File: src/rtl/fetch_stage.sv
// ---------------------------------------------------------------------------
// fetch_stage
//
// Instruction-fetch stage of the RISC-V pipeline. Owns the program counter,
// drives the instruction-memory address straight from it, and captures the
// returned word into the IF/ID register, which is handed to decode over a
// valid/ready handshake.
//
// Ports
//   clk            rising-edge clock
//   rst            asynchronous, active-high reset
//   imem_addr      fetch address (always equal to the PC register)
//   imem_rdata     instruction word at imem_addr, valid in the same cycle
//   redirect_valid execute requests a PC change this cycle
//   redirect_pc    redirect target, sampled when redirect_valid is high
//   id_ready       decode accepts the current bundle this cycle
//   id_valid       IF/ID bundle is valid
//   id_instr       fetched instruction (NOP for a misaligned fetch)
//   id_pc          PC of id_instr
//   id_pc_plus4    id_pc + 4, wrapping modulo 2^32
//   id_misaligned  bundle PC had non-zero low bits
//
// Parameters
//   RESET_PC       PC value loaded on reset
// ---------------------------------------------------------------------------
module fetch_stage #(
    parameter logic [31:0] RESET_PC = 32'h0000_0000
) (
    input  logic        clk,
    input  logic        rst,
    output logic [31:0] imem_addr,
    input  logic [31:0] imem_rdata,
    input  logic        redirect_valid,
    input  logic [31:0] redirect_pc,
    input  logic        id_ready,
    output logic        id_valid,
    output logic [31:0] id_instr,
    output logic [31:0] id_pc,
    output logic [31:0] id_pc_plus4,
    output logic        id_misaligned
);

    // Canonical NOP (addi x0, x0, 0), substituted for misaligned fetches
    // and used as the reset value of the instruction register.
    localparam logic [31:0] NOP = 32'h0000_0013;

    // RUN fetches normally; HALT parks the stage after a misaligned fetch
    // until execute redirects it somewhere sensible.
    typedef enum logic {
        RUN  = 1'b0,
        HALT = 1'b1
    } state_t;

    state_t      state;
    state_t      state_next;

    logic [31:0] pc;
    logic [31:0] pc_next;
    logic [31:0] pc_plus4;
    logic        pc_misaligned;
    logic        fire;

    logic        valid_next;
    logic [31:0] instr_next;
    logic [31:0] bpc_next;
    logic [31:0] bpc_plus4_next;
    logic        misaligned_next;

    // The memory address is the PC itself; there is no fetch-ahead.
    assign imem_addr     = pc;
    assign pc_plus4      = pc + 32'd4;
    assign pc_misaligned = (pc[1:0] != 2'b00);

    // A new bundle is captured only while running, when the IF/ID slot is
    // empty or being drained this cycle, and when no redirect is pending.
    // A redirect always suppresses capture, which produces the one-cycle
    // bubble after every redirect.
    assign fire = (state == RUN) && (!id_valid || id_ready) && !redirect_valid;

    // Next-state and next-bundle logic. Redirect wins over everything else;
    // otherwise a fire loads the bundle, and a drain with no fire (only
    // possible in HALT) just clears the valid flag. All other cases hold,
    // which covers back-pressure: the bundle, PC and state stay put while
    // decode is stalled.
    always_comb begin
        state_next      = state;
        pc_next         = pc;
        valid_next      = id_valid;
        instr_next      = id_instr;
        bpc_next        = id_pc;
        bpc_plus4_next  = id_pc_plus4;
        misaligned_next = id_misaligned;

        if (redirect_valid) begin
            // Flush only the valid flag; the stale bundle fields are left
            // as they were since nobody looks at them while invalid.
            pc_next    = redirect_pc;
            valid_next = 1'b0;
            state_next = RUN;
        end else if (fire) begin
            valid_next     = 1'b1;
            bpc_next       = pc;
            bpc_plus4_next = pc_plus4;
            if (pc_misaligned) begin
                // Hand decode a harmless NOP flagged as misaligned and stop
                // fetching; the PC stays at the offending address.
                instr_next      = NOP;
                misaligned_next = 1'b1;
                state_next      = HALT;
            end else begin
                instr_next      = imem_rdata;
                misaligned_next = 1'b0;
                pc_next         = pc_plus4;
            end
        end else if (id_valid && id_ready) begin
            valid_next = 1'b0;
        end
    end

    // State, PC and IF/ID register. Reset is asynchronous so a reset in the
    // middle of a stall or a halt drops everything immediately.
    always_ff @(posedge clk or posedge rst) begin
        if (rst) begin
            state         <= RUN;
            pc            <= RESET_PC;
            id_valid      <= 1'b0;
            id_instr      <= NOP;
            id_pc         <= 32'h0000_0000;
            id_pc_plus4   <= 32'h0000_0000;
            id_misaligned <= 1'b0;
        end else begin
            state         <= state_next;
            pc            <= pc_next;
            id_valid      <= valid_next;
            id_instr      <= instr_next;
            id_pc         <= bpc_next;
            id_pc_plus4   <= bpc_plus4_next;
            id_misaligned <= misaligned_next;
        end
    end

endmodule

File: config.mk
export PLATFORM = sky130hd
export DESIGN_NAME = fetch_stage
export DESIGN_NICKNAME = d
export VERILOG_FILES = /design/src/rtl/fetch_stage.sv
export SDC_FILE = /design/constraint.sdc
export NUM_CORES = 1
export LEC_CHECK = 0
export CORE_ASPECT_RATIO = 0.8
export CORE_UTILIZATION = 40
export CTS_CLUSTER_SIZE = 12
export DETAILED_ROUTE_END_ITERATION = 6
export PLACE_DENSITY = 0.81
export REMOVE_ABC_BUFFERS = 1
export SYNTH_ARGS = -nofsm -noshare
export SYNTH_HDL_FRONTEND = slang
export SYNTH_SLANG_ARGS = --single-unit
File: constraint.sdc
create_clock -name clk -period 5 [get_ports clk]
set_clock_uncertainty 0.2 [all_clocks]
set_input_delay 0.5 -clock clk [delete_from_list [all_inputs] [get_ports clk]]
set_output_delay 0.5 -clock clk [all_outputs]
set_load 0.01 [all_outputs]
==> flow_metrics.py <==
metrics = {
    "die": {
        "rows": 39,
        "io_pins": 198,
        "start_util_pct": 41.53,
        "die_y_microns": 111.5,
        "fp.coreArea_sq_um": 14440,
        "dieArea_sq_um": 15490,
        "die_x_microns": 138.9,
    },
    "timing": {
        "max_freq_ghz": 0.3768,
        "finalHoldViolations": 0,
        "worst_pin_slew_ns": 0.9591,
        "final.min_clock_period_ns": 2.654,
        "period_share_pct": 53.08,
        "drv_slew": 0,
        "rsz0062_at_grt": "false",
        "setup_violations": 0,
        "maxSlewHeadroom_pct": 35.47,
        "setup_tns_ns": 0,
        "worst_slack_ns": 2.346,
    },
    "run": {
        "drv_cap": 0,
    },
    "logic_synthesis": {
        "post-synth-top-area-fraction_pct": 52.57,
        "async_flop_share_pct": 100.0,
        "synth_area_sq_um": 5998,
        "synth.distinct_cells": 48,
        "synth_common_cells": "dfrtp_1 (126), nand2_1 (126), clkbuf_1 (36)",
        "synth_seq_cells": 129,
        "syn_inst": 624,
        "yosysWarningCount": 0,
        "post-synth-top-area-cell": "dfrtp_1",
        "synthTopCellsByArea": "dfrtp_1 (53%), nand2_1 (7.9%), a22o_1 (4.2%)",
        "yosysSeqAreaShare_pct": 53.88,
        "synth-edff-count": 0,
        "synth-main-ff-cell": "dfrtp_1",
        "syn_area_per_cell_sq_um": 9.613,
    },
    "placement": {
        "dp_hpwl_mm": 12.16,
        "gp_congestion": 0.8285,
        "port_buffers": 197,
        "placed_cell_area_sq_um": 8029,
        "dp_cells": 956,
        "preCtsSetupSlack_ns": 1.976,
    },
    "route": {
        "drt-vias-per-instance": 5.675,
        "antenna_left": 0,
        "wl_per_cell_microns": 18.40,
        "num_vias": 5607,
        "drt-total-wl_mm": 18.18,
        "drtPass1Iterations": 7,
        "drc": 20,
        "first_iter_violations": 584,
    },
    "final_layout": {
        "post-route-util_pct": 60.10,
        "layoutNonFillerInstCount": 988,
        "fill_cells": 1216,
        "area_growth_syn_to_layout_pct": 44.72,
        "n_antenna_cell": 0,
        "fin_area_sq_um": 8681,
        "drive_gt1_share_pct": 6.841,
        "nets": 860,
    },
    "worst_setup_path": {
        "cp_cell_sequence": "ha_1 -> and3_1 -> nand4_4 -> or4_1 -> a31oi_1",
        "critPathMaxStageDelay_ns": 0.61,
        "worstPathRequired_ns": 5.13,
        "crit_arrival_ns": 2.79,
        "path_delay_family": "simple AND/OR/NAND/NOR gates",
        "crit_buf_inv": 0,
        "cp_slowest_cell": "or4_1",
        "crit_type": "reg -> reg",
        "worstPathMaxFanout": 26,
        "startpoint_type": "register",
        "end_kind": "register",
    },
    "clocking": {
        "clockRootBuffer": "clkbuf_16",
        "cts_tree": "done",
        "h-tree-depth": 4,
        "cts_resized": 0,
        "path_clk_slew_ns": 0.06,
        "clk_latency_ns": 0.42,
        "numCtsBuffers": 17,
        "cts_setup_buffers": 0,
        "cts.sinks": 129,
        "cts_max_path_buffers": 2,
        "cts_hold_buf": 0,
    },
    "grt": {
        "grt.total_usage_pct": 24.42,
        "antenna_found_initial": 0,
        "grt_pass1_wl_mm": 29.44,
        "grt_pass1_vias": 5358,
        "grt_overflow_total": 0,
        "grt_max_degree": 95,
    },
    "power": {
        "power.leakage_uw": 0.003569,
        "ir_worst_vdd_v": 0.0002595,
        "power.density_nw_per_um2": 446.2,
    },
    "status": {
        "status": "finished with violations",
        "violations": "design-rule violations",
    },
    "hold_path": {
        "hp-class": "reg -> reg",
    },
}
## layer usage
layer | global-route usage [%] | part of all wire (%)
met1 | 33.02 | 43
met2 | 36.36 | 45
met3 | 8.731 | 11
met4 | 8.148 | 1.4
met5 | 0 | 0
## registers in the layout (all words and copies together) (netlist names)
signal         count
id_instr          32
id_valid           1
state              1
id_pc             32
imem_addr         32
id_pc_plus4       30
id_misaligned      1
## report_power, final
part	leakage [uW]	switching [uW]	internal, uW
Sequential	0.00156	180	1270
Combinational	0.00170	479	573
Clock	0.000310	474	898
## layout make-up
cell class	count	area, sq um	area share (%)
clock buffer	19	442.9	5.102
tap	184	230.2	2.652
multi-input combinational	430	2496	28.75
clock inverter	13	209.0	2.407
timing repair buffer	206	2039	23.49
inverter	7	31.28	0.3603
sequential	129	3232	37.23
## cells by family after synthesis
group / synth area share [%]
multiplexers: 0.5423
flip-flops: 53.88
adder cells (fa/ha/maj): 0.2086
buffers and inverters: 4.839
AND/OR/NAND/NOR: 22.78
XOR/XNOR: 2.336
AO/OA/AOI/OAI: 15.42
## path summary, 6_finish.rpt
check	from	to	slack, ns	cells after the start
min in group asynchronous	rst	id_instr[17]$_DFFE_PP0P_	0.45	2
worst max-delay path	imem_addr[2]$_DFFE_PP0P_	imem_addr[28]$_DFFE_PP0P_	2.35	5
max in group asynchronous	rst	id_instr[4]$_DFFE_PP1P_	3.13	3
worst max register to register	imem_addr[2]$_DFFE_PP0P_	imem_addr[28]$_DFFE_PP0P_	2.35	5
worst min register to register	id_pc[14]$_DFFE_PP0P_	id_pc[14]$_DFFE_PP0P_	0.27	2
worst min-delay path	id_pc[14]$_DFFE_PP0P_	id_pc[14]$_DFFE_PP0P_	0.27	2
## cells in the final DEF (no fill, tap or decap), types with 3 or more instances in the layout
cell type and n:
o311ai_0 4, xnor2_1 11, nor2_1 34, o41ai_1 3
nor2b_1 7, inv_1 6, o31ai_1 22, buf_4 9
or3_1 10, o211ai_1 3, o21ai_0 30, and3_1 3
nor4_1 7, bufinv_16 5, xor2_1 5, nand3_1 22
o22a_1 3, clkinvlp_4 3, and4_1 5, a31oi_1 28
dfrtp_1 126, a22oi_1 5, dfstp_2 3, nand4_1 22
a22o_1 29, nand2_1 126, clkdlybuf4s50_1 197, or4_1 19
nor3_1 9, clkbuf_16 17
## worst min-delay path, stage by stage, from the launching register on
cell     delay, ns
dfrtp_1       0.34
nand2_1       0.05
nand2_1       0.05
## through the flow
step	hold WS (ns)	total power, uW
final	0.2741	3873
after global routing	0.2906	4060
after CTS	0.2782	3902
after detailed placement	0.2629	2518
after global placement	0.2584	2495
after floorplan	0.3139	1859
Note: power is estimated with default switching activity, not from simulation.
